$ cat config.mk
export PLATFORM = sky130hd
export DESIGN_NAME = fifo_flags
export DESIGN_NICKNAME = d
export VERILOG_FILES = /design/src/rtl/fifo_flags.sv
export SDC_FILE = /design/constraint.sdc
export NUM_CORES = 1
export LEC_CHECK = 0
export BUFFER_PORTS_ARGS = -buffer_cell sky130_fd_sc_hd__buf_2
export CAP_MARGIN = 10
export CELL_PAD_IN_SITES_DETAIL_PLACEMENT = 0
export CELL_PAD_IN_SITES_GLOBAL_PLACEMENT = 1
export CORE_MARGIN = 4
export CORE_UTILIZATION = 30
export DETAILED_ROUTE_END_ITERATION = 7
export GPL_ROUTABILITY_DRIVEN = 0
export PLACE_DENSITY_LB_ADDON = 0.1
export SYNTH_ARGS = -nofsm -noshare
export SYNTH_HDL_FRONTEND = slang
export SYNTH_SLANG_ARGS = --single-unit
$ cat constraint.sdc
create_clock -name i_clk -period 2.81 [get_ports i_clk]
set_clock_uncertainty 0.15 [all_clocks]
set_input_delay 0.562 -clock i_clk [delete_from_list [all_inputs] [get_ports i_clk]]
set_output_delay 0.562 -clock i_clk [all_outputs]
set_load 0.01 [all_outputs]
$ cat src/rtl/fifo_flags.sv
// Single-clock FIFO with count-decoded status flags, a registered read port
// and a sticky overflow/underflow error flag.
module fifo_flags #(
    parameter int DATA_WIDTH = 6,
    parameter int ADDR_WIDTH = 3,
    parameter int AFULL_THR  = 6,
    parameter int AEMPTY_THR = 1
) (
    input  logic                  i_clk,
    input  logic                  i_reset,
    input  logic                  i_push,
    input  logic [DATA_WIDTH-1:0] i_data_in,
    input  logic                  i_pop,
    output logic [DATA_WIDTH-1:0] o_data_out,
    output logic                  o_valid_out,
    output logic [ADDR_WIDTH:0]   o_count,
    output logic                  o_empty,
    output logic                  o_full,
    output logic                  o_afull,
    output logic                  o_aempty,
    output logic                  o_error
);

    localparam int DEPTH = 2 ** ADDR_WIDTH;
    localparam logic [ADDR_WIDTH:0]   C_DEPTH  = (ADDR_WIDTH + 1)'(DEPTH);
    localparam logic [ADDR_WIDTH:0]   C_AFULL  = (ADDR_WIDTH + 1)'(AFULL_THR);
    localparam logic [ADDR_WIDTH:0]   C_AEMPTY = (ADDR_WIDTH + 1)'(AEMPTY_THR);
    localparam logic [ADDR_WIDTH:0]   C_ZERO   = (ADDR_WIDTH + 1)'(0);
    localparam logic [ADDR_WIDTH:0]   C_ONE    = (ADDR_WIDTH + 1)'(1);
    localparam logic [ADDR_WIDTH-1:0] C_PTR1   = ADDR_WIDTH'(1);

    logic [DATA_WIDTH-1:0] r_mem [DEPTH];
    logic [ADDR_WIDTH-1:0] r_wr_ptr;
    logic [ADDR_WIDTH-1:0] r_rd_ptr;
    logic [ADDR_WIDTH:0]   r_count;
    logic [DATA_WIDTH-1:0] r_data_out;
    logic                  r_valid_out;
    logic                  r_error;

    logic w_empty;
    logic w_full;
    logic w_wr;
    logic w_rd;
    logic w_err_set;

    // Flags decode from the registered count only.
    assign w_empty  = (r_count == C_ZERO);
    assign w_full   = (r_count == C_DEPTH);
    assign o_empty  = w_empty;
    assign o_full   = w_full;
    assign o_afull  = (r_count >= C_AFULL);
    assign o_aempty = (r_count <= C_AEMPTY);

    assign o_count     = r_count;
    assign o_data_out  = r_data_out;
    assign o_valid_out = r_valid_out;
    assign o_error     = r_error;

    // Qualify requests: a push on a full FIFO still lands when a pop frees the slot.
    always_comb begin
        w_wr      = 1'b0;
        w_rd      = 1'b0;
        w_err_set = 1'b0;
        if (i_push && (!w_full || i_pop)) begin
            w_wr = 1'b1;
        end else begin
            w_wr = 1'b0;
        end
        if (i_pop && !w_empty) begin
            w_rd = 1'b1;
        end else begin
            w_rd = 1'b0;
        end
        if ((i_push && w_full && !i_pop) || (i_pop && w_empty)) begin
            w_err_set = 1'b1;
        end else begin
            w_err_set = 1'b0;
        end
    end

    // Storage array; deliberately not cleared by reset.
    always_ff @(posedge i_clk) begin
        if (w_wr) begin
            r_mem[r_wr_ptr] <= i_data_in;
        end
    end

    // Pointers, occupancy count and sticky error.
    always_ff @(posedge i_clk or negedge i_reset) begin
        if (!i_reset) begin
            r_wr_ptr <= '0;
            r_rd_ptr <= '0;
            r_count  <= '0;
            r_error  <= 1'b0;
        end else begin
            if (w_wr) begin
                r_wr_ptr <= r_wr_ptr + C_PTR1;
            end
            if (w_rd) begin
                r_rd_ptr <= r_rd_ptr + C_PTR1;
            end
            case ({w_wr, w_rd})
                2'b10:   r_count <= r_count + C_ONE;
                2'b01:   r_count <= r_count - C_ONE;
                default: r_count <= r_count;
            endcase
            if (w_err_set) begin
                r_error <= 1'b1;
            end
        end
    end

    // Registered read port; data_out holds its last value when nothing is read.
    always_ff @(posedge i_clk or negedge i_reset) begin
        if (!i_reset) begin
            r_data_out  <= '0;
            r_valid_out <= 1'b0;
        end else begin
            r_valid_out <= w_rd;
            if (w_rd) begin
                r_data_out <= r_mem[r_rd_ptr];
            end
        end
    end

endmodule
==> run metrics, run 1 <==
post-synth top area cell edfxtp_1; power per cell area 1040 nW/um^2; commonest non-fill, non-tap cells in the layout edfxtp_1 (48), buf_2 (25), dfrtp_1 (18), mux2i_1 (13), mux2_2 (13); H-tree levels 3; Tot Pwr approximately 3.4 mW; final setup violation count 0; Tmin final roughly 2.6 ns; GR Overflow Total 0; max-cap violations 0; Yosys cell types 31; Comb pwr share between 30% and 40%; Req. time, crit path slightly below 3 ns; met1 wire length roughly 2800 um; Synth top area share between 50% and 60%; max layer used met4; crit-path max cell delay 0.46 ns; met3 WL 264 um; Slew Limit Fails 0; initial antenna violation count 0; design area about 3300 sq um; buffers added on ports 25; final net count about 230; Sink Count 66; post-DR vias/cell roughly 4.7; worst-skew pair later-pin latency 0.33 ns; layout cells sized above 1 between 20% and 30%; Peak VDD IR approximately 310 uV; Max Clock Freq just under 400 MHz; largest net degree at the start of global routing 27; post-CTS setup buffers 0; Synth Net Count slightly below 200; Tot GR Track Use between 10% and 20%; Detailed Route WL between 5000 and 6000 um; crit end category register; die width ~100 um; Inserted Clock Buffers 9; Critical Path Stages 9; diode count 0; Clk pin slew, worst setup/hold paths 0.07 ns; Area growth, synth to finish 18.4%; setup_tns 0 ns; reg2reg setup slack 0.21 ns; RSZ-0062 raised after global routing false; via count 1544; die area 10800 sq um; Final Hold Fails 0; kind of cell adding the most delay to the critical path simple AND/OR/NAND/NOR gates; Post-Synthesis Cells approximately 180; Post-CTS Hold Buffers 0; IO Pins 26; post-route ant nets 0; most common cell after layout, fill and taps aside edfxtp_1; WL per Instance between 15 and 20 um; crit path DAT approximately 2.7 ns; Worst path slowest cell dfrtp_1; number of gates resized after CTS 0; post-synthesis cell area roughly 2800 sq um; Least-Margin Pin Slew 0.617 ns; status completed; part of the power in the clock network around 25%; chip height ~100 um; core area ~8800 sq um; Root Driver clkbuf_8; CP most frequent cell ha_1; dominant synthesized flop cell edfxtp_1; Worst R2R End o_count[3]; placed cells between 300 and 400; first-pass GRT wire length 9050 um; Starting Density around 31%; sequential share of the synthesized area 68.4%; Hold Crit Class primary input to async pin; WP buf/inv 2; syn avg cell area about 16 sq um; ys async rst share between 20% and 30%; Post-route DRC 0; TritonCTS clock tree done; Synth area leaders edfxtp_1 (52%), dfrtp_1 (16%), mux2_2 (5.3%), mux2i_1 (4.7%), ha_1 (3.2%); final period utilization 92.6%; Finished Layout Cells 329; reg2reg path depth 9; Int Pwr ~2.3 mW; NetSw 1.13 mW; met2 wire len between 2000 and 3000 um; switching share of total power between 30% and 40%; vias in the first global route roughly 1600; Pre-antenna DRT Iters 4; EDFF count, synth 48; Critical Path Source Type register; Leakage Power about 1.3 nW; Worst Path Max Fanout 9; FF+latch count, synth 66; max_slew headroom 58.8%; origin of the critical flop-to-flop path o_count[0]; critical-path cell list inv_1, ha_1, nor3b_4, nand2b_1, inv_4, ha_1, or4b_1, a21oi_1, xor2_1; post-detail-place hpwl between 3000 and 4000 um; CTS Buffer Depth 2; initial drt markers 56; Worst Path Class, Setup register to register; Post-Place Cell Area around 3000 sq um; Seq pwr share 42.3%; Synth Warn # 0; Rows 34
## Yosys cell counts (2+ instances only)
cell / count
edfxtp_1: 48
dfrtp_1: 18
mux2_2: 13
mux2i_1: 13
nor2_1: 9
o21ai_0: 8
ha_1: 7
a22o_1: 6
o22ai_1: 6
o31ai_1: 6
nand2b_1: 5
xnor2_1: 5
nand2_1: 4
buf_2: 3
inv_1: 3
nor3_1: 3
xor2_1: 3
a21oi_1: 2
buf_4: 2
nand3_1: 2
## sequential cells by signal, summed over array words and instances (netlist names)
signal	cells
o_valid_out	1
r_mem	48
r_wr_ptr	3
r_rd_ptr	3
o_data_out	6
o_count	4
o_error	1
## power by group through the flow
stage	clock, mW	combinational [mW]	sequential, mW
after floorplan	0	0.760	1.46
after global placement	0	1.13	1.45
after detailed placement	0	1.14	1.46
after CTS	0.891	1.14	1.44
after global routing	0.937	1.23	1.48
final	0.855	1.12	1.44
## cells by family (layout without fill, tap and decap cells)
logic type,count (synthesis),count (layout),share of synthesized area (%)
DFF,66,66,68.4
and+or+nand+nor,31,31,6.65
AOI/OAI and AO/OA,29,29,6.97
muxes,27,27,10.5
buffers and inverters,9,53,1.72
xor gates and xnor gates,8,8,2.53
adders and majority gates,7,7,3.17
## cell type report
cell class | instances | area [sq um]
fillers | 847 | 5580
flip-flops and latches | 66 | 1890
multi-input cells | 102 | 826
repair buffers | 33 | 185
well taps | 108 | 135
clock buffers | 9 | 124
clock inverters | 7 | 93.8
inverters | 4 | 17.5
## through the flow
step                      hold WS [ns]  util (%)  worst slack (ns)
after floorplan                  0.116         -             0.291
after global placement           0.313      34.5             0.326
after detailed placement         0.314      34.5             0.225
after CTS                      0.00171      37.0             0.196
after global routing            0.0194      37.0            0.0209
final                          0.00973      37.0             0.209
## worst reg2reg max path: stages (launching register included)
cell and delay (ns):
dfrtp_1 0.46, inv_1 0.10, ha_1 0.26, nor3b_4 0.20, nand2b_1 0.21, inv_4 0.10, ha_1 0.24, or4b_1 0.45
a21oi_1 0.19, xor2_1 0.15
## worst max-delay path by stage
stage                     startpoint    endpoint  slack [ns]
after detailed placement  o_count[0]  o_count[3]        0.22
final                     o_count[0]  o_count[3]        0.21
after global routing      o_count[0]  o_count[3]        0.02
after floorplan           o_count[0]  o_count[3]        0.29
after CTS                 o_count[0]  o_count[3]        0.20
after global placement    o_count[0]  o_count[3]        0.33
## layer usage
layer  vias to the layer above  GRT usage [%]
met5                         -              0
met4                         0           3.13
met3                         4           4.16
met2                        35           16.6
met1                       757           15.1
li1                        748              -
Power figures use the tool's default switching activity.
==> run 2, diff against run 1 <==
--- a/config.mk
+++ b/config.mk
@@ -5,6 +5,7 @@
 export SDC_FILE = /design/constraint.sdc
 export NUM_CORES = 1
 export LEC_CHECK = 0
+export ABC_AREA = 1
 export BUFFER_PORTS_ARGS = -buffer_cell sky130_fd_sc_hd__buf_2
 export CAP_MARGIN = 10
 export CELL_PAD_IN_SITES_DETAIL_PLACEMENT = 0
@@ -13,6 +14,7 @@
 export CORE_UTILIZATION = 30
 export DETAILED_ROUTE_END_ITERATION = 7
 export GPL_ROUTABILITY_DRIVEN = 0
+export GPL_TIMING_DRIVEN = 0
 export PLACE_DENSITY_LB_ADDON = 0.1
 export SYNTH_ARGS = -nofsm -noshare
 export SYNTH_HDL_FRONTEND = slang
==> run 2 against run 1 <==
  * The run now ends with hold timing left
  * Clock power increased by 4.2%
  * First-iteration DRC count increased by 32%
  * Highest routed layer unchanged
  * Critical path depth decreased by 3
  * Worst hold slack got worse by 0.013 ns
  * Sequential cell count unchanged
  * Setup slack improved by 0.32 ns
==> run metrics, run 2 <==
H-tree levels 3 (unchanged); buffers added on ports 25 (unchanged); die width 108 um (+3.6%); crit end category register; ys async rst share 27.3% (unchanged); number of gates resized after CTS 0 (unchanged); Util after Layout 35.9% (-1.1 points); FILL cells 1031 (+22%); Sink Count 66 (unchanged); GRT busiest layer met2; post-synth top area cell edfxtp_1; Slew Limit Fails 0 (unchanged); CTS Buffer Depth 2 (unchanged); Max Clock Freq 438 MHz (+14%); Peak VDD IR 246 uV (-22%); Req. time, crit path 2.63 ns (-0.29 ns); met1 Use GR 16.5% (+1.4 points); status complete, but fails checks; Largest register FFs 48 (unchanged); fin worst setup slack 0.527 ns (+0.317 ns); layout cells sized above 1 17.6% (-12 points); initial antenna violation count 0 (unchanged); Synth Net Count 312 (+61%); via count 1982 (+28%); dpl ws 0.479 ns (+0.254 ns); Pre-antenna DRT Iters 4 (unchanged); met2 Use GR 20.0% (+3.4 points); Yosys cell types 26 (-16%); post-CTS setup buffers 0 (unchanged); Least-Margin Pin Slew 0.639 ns (+0.0216 ns); Top reg by flops r_mem; diode count 0 (unchanged); EDFF count, synth 48 (unchanged); post-detail-place hpwl 4740 um (+19%); most common cell after layout, fill and taps aside nand2_1; Rows 36 (+5.9%); post-synthesis cell area 2980 sq um (+7.9%); FF+latch count, synth 66 (unchanged); commonest non-fill, non-tap cells in the layout nand2_1 (91), inv_1 (49), edfxtp_1 (48), nand3_1 (38), buf_2 (27); kind of cell adding the most delay to the critical path simple AND/OR/NAND/NOR gates; critical-path cell list inv_1, ha_1, nand3_2, o21ai_2, or2_4, nor2_1; worst-skew pair later-pin latency 0.33 ns (about the same); Register Area 1890 sq um (unchanged); final period utilization 81.3% (-11 points); dominant synthesized flop cell edfxtp_1; max_slew headroom 57.3% (-1.5 points); syn avg cell area 10.1 sq um (-35%); Root Driver clkbuf_8; crit-path max cell delay 0.50 ns (+0.04 ns); synth cell count leaders nand2_1 (91), inv_1 (49), edfxtp_1 (48); WP buf/inv 1 (-1); final net count 348 (+49%); failing checks hold timing; Worst Path Max Fanout 6 (-3); Starting Density 30.7% (-0.59 points); most frequent cell after synthesis nand2_1; Critical Path Source Type register; setup_tns 0 ns (unchanged); Clk pin slew, worst setup/hold paths 0.08 ns (about the same); first-pass GRT wire length 10600 um (+18%); Detailed Route WL 6720 um (+18%); WHS -0.00345 ns (-0.0132 ns); Post-Synthesis Cells 295 (+67%); Synth top area share 48.3% (-3.8 points); Tmin final 2.28 ns (-0.317 ns); GR Overflow Total 0 (unchanged); post-DR vias/cell 4.23 (-10%); Worst Path Class, Setup register to register; initial drt markers 74 (+32%); met3 Resource Use GR 2.82% (-1.3 points); chip height 108 um (+3.6%); Synth area leaders edfxtp_1 (48%), dfrtp_1 (15%), nand2_1 (11%), nand3_1 (6.4%), inv_1 (6.2%); Area growth, synth to finish 17.1%; Hold Crit Class primary input to async pin; crit path DAT 2.11 ns (-0.60 ns); final setup violation count 0 (unchanged); Post-CTS Hold Buffers 0 (unchanged); Synth Warn # 0 (unchanged); largest net degree at the start of global routing 19 (-30%); Final Hold Fails 4 (+4); max-cap violations 0 (unchanged); Tot GR Track Use 12.6% (+1.5 points); vias in the first global route 1966 (+23%); die area 11600 sq um (+7.3%); Inserted Clock Buffers 9 (unchanged); power per cell area 1030 nW/um^2 (-1.4%); TritonCTS clock tree done; RSZ-0062 raised after global routing false; area of the multi-input gates 823 sq um (-0.30%); core area 9730 sq um (+10%); Leakage Power 1.59 nW (+27%); WL per Instance 14.3 um (-17%); IO Pins 26 (unchanged); Worst path slowest cell nor2_1; post-route ant nets 0 (unchanged); Post-route DRC 0 (unchanged); sequential share of the synthesized area 63.4% (-5.0 points)
run 2: cell types whose count changed in the layout (fill, tap and decap cells not counted), moves of 5 or more:
cell	delta
o31ai_1	-6
mux2_2	-13
o22ai_1	-5
buf_4	-5
inv_1	+46
mux2i_1	-13
nand2b_1	-5
nand2_1	+87
a22o_1	-6
nand3_1	+36
run 2: through the flow:
step | area [sq um] | cells | hold WS, ns | power (mW)
after floorplan | 2980 | 295 | 0.116 | 2.30
after global placement | 3270 | 453 | 0.299 | 2.76
after detailed placement | 3270 | 453 | 0.293 | 2.76
after CTS | 3490 | 469 | 0.00398 | 3.66
after global routing | 3490 | 469 | 0.0197 | 3.89
final | 3490 | 469 | -0.00345 | 3.59
run 2: kinds of logic (layout without fill, tap and decap cells):
family | Yosys count | in the layout | share of synthesized area [%]
AOI/OAI and AO/OA | 11 | 11 | 2.06
and+or+nand+nor | 145 | 145 | 20.9
buffers and inverters | 61 | 102 | 8.98
xor gates and xnor gates | 5 | 5 | 1.72
adders and majority gates | 7 | 7 | 2.94
DFF | 66 | 66 | 63.4
run 2: cell type report:
| type | count | share of cell area [%] |
|---|---|---|
| Tap cell | 133 | 4.76 |
| Clock buffer | 11 | 4.05 |
| Timing Repair Buffer | 25 | 3.58 |
| Inverter | 53 | 5.77 |
| Multi-Input combinational cell | 168 | 23.6 |
| Clock inverter | 5 | 2.22 |
| Buffer | 8 | 1.90 |
| Sequential cell | 66 | 54.2 |
run 2: final timing paths:
kind | end | depth (start not counted) | startpoint | slack, ns
setup / recovery | r_mem[6][5] | 6 | o_count[0] | 0.53
hold / removal | o_data_out[4] | 1 | i_reset | -0.003
setup reg to reg | r_mem[6][5] | 6 | o_count[0] | 0.53
hold reg to reg | o_error | 2 | o_error | 0.30
max in group asynchronous | r_rd_ptr[2] | 1 | i_reset | 2.21
min in group i_clk | o_error | 2 | o_error | 0.30
run 2: where the power goes:
part	total (mW)	internal, mW	switching [mW]
logic	1.29	0.460	0.829
clock network	0.891	0.522	0.370
registers	1.41	1.27	0.143
run 2: layer usage:
metal | wire length (um) | part of all wire [%] | vias to the layer above
li1 | - | - | 1008
met1 | 3060 | 46 | 910
met2 | 3120 | 46 | 53
met3 | 424 | 6.3 | 11
met4 | 110 | 1.6 | 0
met5 | 0 | 0 | -
